==> config.mk <==
export PLATFORM = sky130hd
export DESIGN_NAME = maj_vote_arbiter
export DESIGN_NICKNAME = d
export VERILOG_FILES = /design/src/rtl/maj_arb_pkg.sv /design/src/rtl/maj4_core.sv /design/src/rtl/maj_vote_arbiter.sv
export SDC_FILE = /design/constraint.sdc
export NUM_CORES = 1
export LEC_CHECK = 0
export ABC_AREA = 1
export BUFFER_PORTS_ARGS = -buffer_cell sky130_fd_sc_hd__buf_2
export CAP_MARGIN = 10
export CORE_ASPECT_RATIO = 1.25
export CORE_MARGIN = 1
export CORE_UTILIZATION = 40
export DETAILED_ROUTE_END_ITERATION = 8
export SETUP_SLACK_MARGIN = 0.4
export SLEW_MARGIN = 25
export SYNTH_ARGS = -nofsm -noshare
export SYNTH_HDL_FRONTEND = slang
export SYNTH_SLANG_ARGS = --single-unit
export TNS_END_PERCENT = 10
==> constraint.sdc <==
create_clock -name clk -period 2.5 [get_ports clk]
set_input_delay 0.5 -clock clk [delete_from_list [all_inputs] [get_ports clk]]
set_output_delay 0.5 -clock clk [all_outputs]
set_load 0.005 [all_outputs]
==> src/rtl/maj_arb_pkg.sv <==
// Shared constants for the round-robin majority-vote arbiter.
// State encoding, default requester count and vote-word width.
package maj_arb_pkg;

  localparam logic [1:0] ST_IDLE = 2'b00;
  localparam logic [1:0] ST_EVAL = 2'b01;
  localparam logic [1:0] ST_DONE = 2'b10;

  localparam int N_REQ_DEF = 4;
  localparam int VOTE_W    = 4;

endpackage

==> src/rtl/maj4_core.sv <==
// Combinational 4-input strict-majority voter (>=3 ones).
// Optional tie output under MAJ_ARB_TIE_FLAG_EN (exactly two ones).
module maj4_core
  import maj_arb_pkg::*;
(
  input  logic [VOTE_W-1:0] word,
  output logic              maj
`ifdef MAJ_ARB_TIE_FLAG_EN
  ,
  output logic              tie
`endif
);

  logic [2:0] ones;

  // Population count of the vote word
  always_comb begin
    ones = 3'd0;
    for (int i = 0; i < VOTE_W; i++) begin
      ones = ones + {2'b00, word[i]};
    end
  end

  assign maj = (ones >= 3'd3);
`ifdef MAJ_ARB_TIE_FLAG_EN
  assign tie = (ones == 3'd2);
`endif

endmodule

==> src/rtl/maj_vote_arbiter.sv <==
// Round-robin arbiter sharing one majority voter among N_REQ requesters.
// Optional res_tie output under MAJ_ARB_TIE_FLAG_EN.
module maj_vote_arbiter
  import maj_arb_pkg::*;
#(
  parameter  int N_REQ = N_REQ_DEF,
  localparam int ID_W  = $clog2(N_REQ)
) (
  input  logic                    clk,
  input  logic                    rst,
  input  logic [N_REQ-1:0]        req,
  input  logic [VOTE_W*N_REQ-1:0] data,
  output logic [N_REQ-1:0]        gnt,
  output logic                    res_valid,
  input  logic                    res_ready,
  output logic [ID_W-1:0]         res_id,
`ifdef MAJ_ARB_TIE_FLAG_EN
  output logic                    res_tie,
`endif
  output logic                    res_bit
);

  logic [1:0]        state_q, state_d;
  logic [ID_W-1:0]   ptr_q, ptr_d;
  logic [ID_W-1:0]   id_q, id_d;
  logic [VOTE_W-1:0] word_q, word_d;
  logic              bit_q, bit_d;
  logic              found;
  logic [ID_W-1:0]   win;
  logic [ID_W:0]     cand;
  logic [ID_W:0]     nxt;
  logic [VOTE_W-1:0] sel_word;
  logic              vote_maj;
  logic              idle;
  logic              xfer;
`ifdef MAJ_ARB_TIE_FLAG_EN
  logic              tie_q, tie_d;
  logic              vote_tie;
`endif

  maj4_core u_core (
    .word (word_q),
`ifdef MAJ_ARB_TIE_FLAG_EN
    .tie  (vote_tie),
`endif
    .maj  (vote_maj)
  );

  assign idle = (state_q == ST_IDLE);
  assign xfer = res_valid && res_ready;

  // First pending requester at or after ptr, wrapping
  always_comb begin
    found = 1'b0;
    win   = '0;
    cand  = '0;
    for (int i = 0; i < N_REQ; i++) begin
      cand = {1'b0, ptr_q} + (ID_W+1)'(i);
      if (cand >= (ID_W+1)'(N_REQ)) begin
        cand = cand - (ID_W+1)'(N_REQ);
      end
      if (!found && req[cand[ID_W-1:0]]) begin
        found = 1'b1;
        win   = cand[ID_W-1:0];
      end
    end
  end

  // Vote word of the current winner
  always_comb begin
    sel_word = '0;
    for (int k = 0; k < N_REQ; k++) begin
      if (win == ID_W'(k)) begin
        sel_word = data[k*VOTE_W +: VOTE_W];
      end
    end
  end

  // One-hot grant, only in IDLE and never while reset is held
  always_comb begin
    gnt = '0;
    if (idle && found && !rst) begin
      gnt[win] = 1'b1;
    end
  end

  assign res_valid = (state_q == ST_DONE) && !rst;
  assign res_id    = id_q;
  assign res_bit   = bit_q;
`ifdef MAJ_ARB_TIE_FLAG_EN
  assign res_tie   = tie_q;
`endif

  // Next pointer: one past the served requester
  always_comb begin
    nxt = {1'b0, id_q} + {{ID_W{1'b0}}, 1'b1};
    if (nxt == (ID_W+1)'(N_REQ)) begin
      nxt = '0;
    end
  end

  // Sequencer: grant/latch, evaluate, hand off result
  always_comb begin
    state_d = state_q;
    ptr_d   = ptr_q;
    id_d    = id_q;
    word_d  = word_q;
    bit_d   = bit_q;
`ifdef MAJ_ARB_TIE_FLAG_EN
    tie_d   = tie_q;
`endif
    unique case (state_q)
      ST_IDLE: begin
        if (found) begin
          id_d    = win;
          word_d  = sel_word;
          state_d = ST_EVAL;
        end
      end
      ST_EVAL: begin
        bit_d   = vote_maj;
`ifdef MAJ_ARB_TIE_FLAG_EN
        tie_d   = vote_tie;
`endif
        state_d = ST_DONE;
      end
      ST_DONE: begin
        if (xfer) begin
          ptr_d   = nxt[ID_W-1:0];
          state_d = ST_IDLE;
        end
      end
      default: state_d = ST_IDLE;
    endcase
  end

  // State registers with synchronous reset
  always_ff @(posedge clk) begin
    if (rst) begin
      state_q <= ST_IDLE;
      ptr_q   <= '0;
      id_q    <= '0;
      word_q  <= '0;
      bit_q   <= 1'b0;
`ifdef MAJ_ARB_TIE_FLAG_EN
      tie_q   <= 1'b0;
`endif
    end else begin
      state_q <= state_d;
      ptr_q   <= ptr_d;
      id_q    <= id_d;
      word_q  <= word_d;
      bit_q   <= bit_d;
`ifdef MAJ_ARB_TIE_FLAG_EN
      tie_q   <= tie_d;
`endif
    end
  end

endmodule
==> flow_metrics.env, run 1 <==
export IMPL_cp_max_fo=5
export IMPL_antenna_found_initial=0
export IMPL_synth_top_cell_by_area="dfxtp_1"
export IMPL_synth_cell_types=23
export IMPL_die_area_um2=2710
export IMPL_hp_class="flop to flop"
export IMPL_start_util_pct=43.9
export IMPL_end_kind="output pin"
export IMPL_dr_pass1_iters=4
export IMPL_ctsHoldBuffers=0
export IMPL_slowest_delay_ns=0.39
export IMPL_clock_path_buffers=2
export IMPL_ios=31
export IMPL_worstMarginPinSlew_ns=0.214
export IMPL_cellPowerDensity_nw_per_um2=442
export IMPL_postSynthCellCount=170
export IMPL_core_um2=2280
export IMPL_viasPerCell=4.87
export IMPL_grt_max_degree=10
export IMPL_setup_tns_ns=0
export IMPL_fin_crit_ns=2.33
export IMPL_grt_ovfl_total=0
export IMPL_yosys_warnings=0
export IMPL_final_setup_viol_count=0
export IMPL_worstSetupPathType="flop to output pin"
export IMPL_drv_cap=0
export IMPL_finClkSkew_ns=0.00204
export IMPL_netlist_top_cells_area="dfxtp_1 (22%), nand2_1 (18%), inv_1 (9.7%)"
export IMPL_cts_made_buffers=3
export IMPL_grt_pass1_vias=1064
export IMPL_via_count=1193
export IMPL_fp_dieH_um=58.0
export IMPL_yosysSeqAreaShare_pct=22.0
export IMPL_clk_pin_slew_ns=0.07
export IMPL_cp_start_kind="flop"
export IMPL_nNetsFinal=243
export IMPL_crit_path_top_delay_cell="dfxtp_4"
export IMPL_dpl_hpwl_um=2000
export IMPL_p_leak_nw=0.830
export IMPL_irDropWorstVdd_uv=359
export IMPL_grt_setup_unrepaired="true"
export IMPL_critPathRequiredTime_ns=2.00
export IMPL_drt_wl_total_um=2830
export IMPL_synth_top_area_share_pct=22.0
export IMPL_crit_chain="buf_8, nand2_4, nand2_2, nand2_1, nand2_2, nand3_2, or2_1, nand2_2, nor2_4, inv_4, nor3_4, buf_2"
export IMPL_cts_sinks=11
export IMPL_gp_congestion=0.815
export IMPL_diodes=0
export IMPL_synth_nets=198
export IMPL_crit_family="simple AND/OR/NAND/NOR gates"
export IMPL_crit_buf_inv=3
export IMPL_slew_viol_final=0
export IMPL_port_buffer_count=30
export IMPL_drtIter0Drc=19
export IMPL_cp_arrival_ns=1.83
export IMPL_grt_pass1_wl_um=4290
export IMPL_finish_utilization_pct=64.6
export IMPL_synthToLayoutAreaGrowth_pct=47.1
export IMPL_row_count=19
export IMPL_finalHoldViolCount=0
export IMPL_slew_headroom_pct=85.6
export IMPL_drcViolationCount=0
export IMPL_die_w_um=46.8
export IMPL_syn_area_um2=1000
export IMPL_wire_per_inst_um=11.5
export IMPL_cts_tree="done"
export IMPL_crit_path_frequent_cell="nand2_2"
export IMPL_timing_fmax_ghz=0.428
export IMPL_clk_latency_ns=0.27
export IMPL_layout_drive_gt1_share_pct=46.3
export IMPL_fin_crit_sh_pct=93.3
export IMPL_outcome="complete, no violations"
export IMPL_postRouteAntennaNets=0
export IMPL_htreeDepth=1
export IMPL_grt_use_total_pct=21.3
export IMPL_avgSynthCellArea_um2=5.90
export IMPL_root_buffer="clkbuf_4"
export IMPL_ys_seq_elements=11
==> placed cells by master, fill, tap and decap left out <==
cell type	synthesis	routed
buf_2	0	30
nand3_4	0	1
o21a_1	1	1
o21ai_1	2	1
fa_1	1	1
or3b_2	1	1
nand3_2	1	4
inv_2	5	3
inv_6	0	1
nand2_2	11	19
nand2_1	49	34
nor3_1	7	3
o21ai_2	0	1
a21oi_2	0	2
inv_4	0	2
a21boi_2	0	1
buf_4	1	12
nor2_1	11	10
or2_1	1	1
nand3_1	14	10
nor2_4	1	5
inv_1	26	25
nor3_2	0	3
o21ai_0	5	5
a21oi_1	11	9
ha_1	4	4
dfxtp_1	11	9
clkbuf_1	0	1
dfxtp_4	0	2
nor3_4	0	1
nand2_4	0	7
nand4_1	1	1
clkbuf_4	0	3
buf_8	0	1
==> report_power, final <==
part | internal [W] | switching [W] | leakage, nW
logic | 0.000131 | 0.000183 | 0.723
registers | 0.000197 | 0.0000180 | 0.0921
clock network | 0.0000618 | 0.0000616 | 0.0150
==> path summary, 6_finish.rpt <==
| check | end | cells past startpoint | slack [ns] | from |
|---|---|---|---|---|
| worst max-delay path | gnt[3] | 12 | 0.17 | ptr_q[0] |
| worst min register to register | word_q[3] | 2 | 0.47 | word_q[3] |
| worst max register to register | word_q[1] | 18 | 0.32 | ptr_q[0] |
| worst min-delay path | word_q[3] | 2 | 0.47 | word_q[3] |
==> flip-flops by register name, indices dropped and copies added (netlist names) <==
name / cells
word_q: 4
ptr_q: 2
res_id: 2
state_q: 2
res_bit: 1
==> synth_stat cells <==
cell type and n:
nand2_1 49, inv_1 26, nand3_1 14, a21oi_1 11, dfxtp_1 11, nand2_2 11
nor2_1 11, nor3_1 7, inv_2 5, o21ai_0 5, ha_1 4, nor2_2 3
buf_6 2, o21ai_1 2, a21boi_1 1, buf_4 1, fa_1 1, nand3_2 1
nand4_1 1, nor2_4 1, o21a_1 1, or2_1 1, or3b_2 1
==> metrics by stage <==
step / setup WS (ns) / instances / power [W] / hold WS, ns / area, µm²
finish: 0.166 / 245 / 0.000652 / 0.470 / 1470
global route: 0.0574 / 245 / 0.000708 / 0.496 / 1470
CTS: 0.176 / 239 / 0.000612 / 0.472 / 1320
detailed placement: 0.286 / 232 / 0.000467 / 0.461 / 1190
global placement: 0.282 / 232 / 0.000460 / 0.456 / 1190
floorplan: 0.516 / 170 / 0.000390 / 0.439 / 1000
==> worst min-delay path, delay by kind of cell, from the launching register on <==
| kind | cells | cell delay (ns) |
|---|---|---|
| and+or+nand+nor | 1 | 0.06 |
| DFF | 1 | 0.31 |
| AOI/OAI and AO/OA | 1 | 0.05 |
==> what timing repair did <==
item | in CTS | in global routing
resized for setup | 25 | 28
endpoints found under the setup margin | 6 | 8
gates cloned | 1 | 0
buffers inserted | 2 | 6
pin swaps | 8 | 24
hold endpoints to repair | 0 | 0
==> final cells by class <==
type                            count  area (µm²)
Tap cell                           31        38.8
Inverter                           31         126
Sequential cell                    11         228
Clock buffer                        4        26.3
Multi-Input combinational cell    125         800
Fill cell                         216         808
Timing Repair Buffer               43         255
==> cells by family (layout without fill, tap and decap cells) <==
logic type / count (synthesis) / in the layout / synth area share [%]
flip-flops: 11 / 11 / 22.0
AO/OA/AOI/OAI: 20 / 20 / 10.5
buffers and inverters: 34 / 78 / 14.6
adder cells (fa/ha/maj): 5 / 5 / 6.99
AND/OR/NAND/NOR: 100 / 100 / 45.9
==> layer usage <==
layer,part of all wire [%],track usage (%),wire length (µm),vias up
li1,-,-,-,619
met1,39,24.0,1110,547
met2,56,38.7,1590,25
met3,3.6,4.67,102,2
met4,0.99,5.71,28,0
met5,0,0,0,-
No activity file was read; power rests on OpenSTA's default activity.
==> run 2: changes to the inputs <==
Settings changed: SYNTH_HIERARCHICAL set to 1.
==> run 2 against run 1 <==
Compared with the run above: cell area decreased by 8.0%; flip-flop and latch count is the same; fmax fell by 0.55%; worst hold slack improved by 0.0052 ns; non-clock buffer count shrank 5; first-iteration DRC count decreased by 63%; wire length shrank 15%; critical endpoint is now gnt[2]; utilization fell by 8.7 points; synthesized cell count grew 3.5%; final cell count is 0.82% higher; clock skew up 0.0035 ns; clock power is 3% lower.
==> flow_metrics.env, run 2 <==
export IMPL_crit_family="simple AND/OR/NAND/NOR gates"
export IMPL_power_share_clock_pct=18.2
export IMPL_cts_made_buffers=3
export IMPL_drv_cap=0
export IMPL_p_leak_nw=0.772
export IMPL_nNetsFinal=243
export IMPL_clk_latency_ns=0.27
export IMPL_grt_setup_unrepaired="true"
export IMPL_yosysSeqAreaShare_pct=21.7
export IMPL_grt_max_degree=11
export IMPL_dr_pass1_iters=3
export IMPL_regMostFlops="word_q"
export IMPL_fin_crit_sh_pct=93.9
export IMPL_synth_nets=204
export IMPL_clock_path_buffers=2
export IMPL_diodes=0
export IMPL_core_um2=2430
export IMPL_irDropWorstVdd_uv=469
export IMPL_cellPowerDensity_nw_per_um2=484
export IMPL_worstSetupPathType="flop to output pin"
export IMPL_via_count=1137
export IMPL_synth_most_common_cell="nand2_1"
export IMPL_fill_cells=258
export IMPL_crit_path_top_delay_cell="dfxtp_4"
export IMPL_worstMarginPinSlew_ns=0.275
export IMPL_hold_slack_ns=0.476
export IMPL_ctsHoldBuffers=0
export IMPL_fp_dieH_um=58.3
export IMPL_cp_arrival_ns=1.85
export IMPL_netSwitchingFraction_pct=40.2
export IMPL_slew_headroom_pct=81.7
export IMPL_cp_start_kind="flop"
export IMPL_finalPower_w=0.000657
export IMPL_syn_area_um2=1020
export IMPL_drt_wl_total_um=2400
export IMPL_clk_pin_slew_ns=0.07
export IMPL_hp_class="flop to flop"
export IMPL_synth_cell_types=22
export IMPL_grt_ovfl_total=0
export IMPL_end_kind="output pin"
export IMPL_timing_fmax_ghz=0.426
export IMPL_largest_reg_flops=4
export IMPL_die_area_um2=2750
export IMPL_wire_per_inst_um=9.73
export IMPL_drcViolationCount=0
export IMPL_async_reset_ff_share_pct=0
export IMPL_postSynthCellCount=176
export IMPL_avgSynthCellArea_um2=5.77
export IMPL_row_count=20
export IMPL_power_switching_w=0.000264
export IMPL_layout_commonest_cell="nand2_1"
export IMPL_crit_chain="buf_6, nand2_1, nand2_1, nand2_2, nand2_2, nand3_2, or2_1, nand2_2, nor2_4, inv_2, nor3_1, buf_2"
export IMPL_synth_top_cells_by_count="nand2_1 (58), inv_1 (28), nand3_1 (16)"
export IMPL_cts_tree="done"
export IMPL_synth_top_area_share_pct=21.7
export IMPL_cp_max_fo=5
export IMPL_critPathLaunch="ptr_q[0]"
export IMPL_power_frac_seq_pct=33.4
export IMPL_r2r_start="ptr_q[0]"
export IMPL_outcome="complete, no violations"
export IMPL_dpl_hpwl_um=1840
export IMPL_p_comb_share_pct=48.4
export IMPL_fin_crit_ns=2.35
export IMPL_synth_top_cell_by_area="dfxtp_1"
export IMPL_slowest_delay_ns=0.38
export IMPL_finish_utilization_pct=55.9
export IMPL_postRouteAntennaNets=0
export IMPL_start_util_pct=41.9
export IMPL_cts_sinks=11
export IMPL_antenna_found_initial=0
export IMPL_grt_pass1_wl_um=3860
export IMPL_final_cell_mix="nand2_1 (49), buf_2 (31), inv_1 (27), nand3_1 (14), nor2_1 (12)"
export IMPL_slew_viol_final=0
export IMPL_synth_ff_type="dfxtp_1"
export IMPL_setup_tns_ns=0
export IMPL_viasPerCell=4.60
export IMPL_gp_congestion=0.861
export IMPL_synth_edf_count=0
export IMPL_grt_pass1_vias=985
export IMPL_p_int_w=0.000393
export IMPL_crit_path_frequent_cell="nand2_2"
export IMPL_finalHoldViolCount=0
export IMPL_die_w_um=47.1
export IMPL_hp_start="word_q[2]"
export IMPL_ys_seq_elements=11
export IMPL_grt_use_total_pct=18.8
export IMPL_port_buffer_count=30
export IMPL_final_setup_viol_count=0
export IMPL_ios=31
export IMPL_htreeDepth=1
export IMPL_drtIter0Drc=7
export IMPL_finClkSkew_ns=0.00557
export IMPL_layout_drive_gt1_share_pct=38.3
export IMPL_netlist_top_cells_area="dfxtp_1 (22%), nand2_1 (21%), inv_1 (10%)"
export IMPL_root_buffer="clkbuf_4"
export IMPL_critPathRequiredTime_ns=2.00
export IMPL_yosys_warnings=6
export IMPL_crit_buf_inv=3
export IMPL_synthToLayoutAreaGrowth_pct=33.5
run 2: per-stage QoR:
stage	cells	area [µm²]	setup WS [ns]
final	247	1360	0.153
after global routing	247	1360	0.0433
after CTS	245	1260	0.169
after detailed placement	238	1200	0.205
after global placement	238	1200	0.191
after floorplan	176	1020	0.522
run 2: power groups by stage:
stage	registers, W	clock network (W)	logic [W]
final	0.000220	0.000119	0.000318
after global routing	0.000222	0.000136	0.000361
after CTS	0.000219	0.000123	0.000298
after detailed placement	0.000222	0	0.000279
after global placement	0.000222	0	0.000272
after floorplan	0.000220	0	0.000207
run 2: routing by layer:
metal,share of wire (%),wire [µm],vias up,GRT usage [%]
li1,-,-,613,-
met1,41,991,497,22.6
met2,55,1320,27,32.9
met3,3.8,91,0,5.83
met4,0,0,0,2.45
met5,0,0,-,0
run 2: logic make-up after synthesis:
group,after synthesis,share of synthesized area (%)
buffers and inverters,37,15.5
adder cells (fa/ha/maj),5,6.90
AO/OA/AOI/OAI,18,10.3
flip-flops,11,21.7
AND/OR/NAND/NOR,105,45.6
run 2: layout make-up:
| type | count | area (µm²) | share of cell area, % |
|---|---|---|---|
| clock buffers | 4 | 26.3 | 1.94 |
| inverters | 33 | 131 | 9.69 |
| well taps | 33 | 41.3 | 3.04 |
| flip-flops and latches | 11 | 225 | 16.6 |
| multi-input cells | 128 | 721 | 53.1 |
| repair buffers | 38 | 211 | 15.6 |
run 2: path summary, 6_finish.rpt:
| path | end | slack (ns) | cells after the start |
|---|---|---|---|
| setup / recovery | gnt[2] | 0.15 | 12 |
| hold / removal | word_q[2] | 0.48 | 2 |
| setup reg to reg | word_q[3] | 0.53 | 15 |
| hold reg to reg | word_q[2] | 0.48 | 2 |
run 2: worst min-delay path, delay by kind of cell (launching register included):
family	cells	cell delay, ns
flip-flops	1	0.31
AND/OR/NAND/NOR	1	0.08
AO/OA/AOI/OAI	1	0.05
run 2: what timing repair did:
item,4_1_cts,5_1_grt
setup buffers,3,1
endpoints found under the setup margin,4,8
pin swaps,1,9
gates cloned,0,1
endpoints found under the hold margin,0,0
resized for setup,6,24
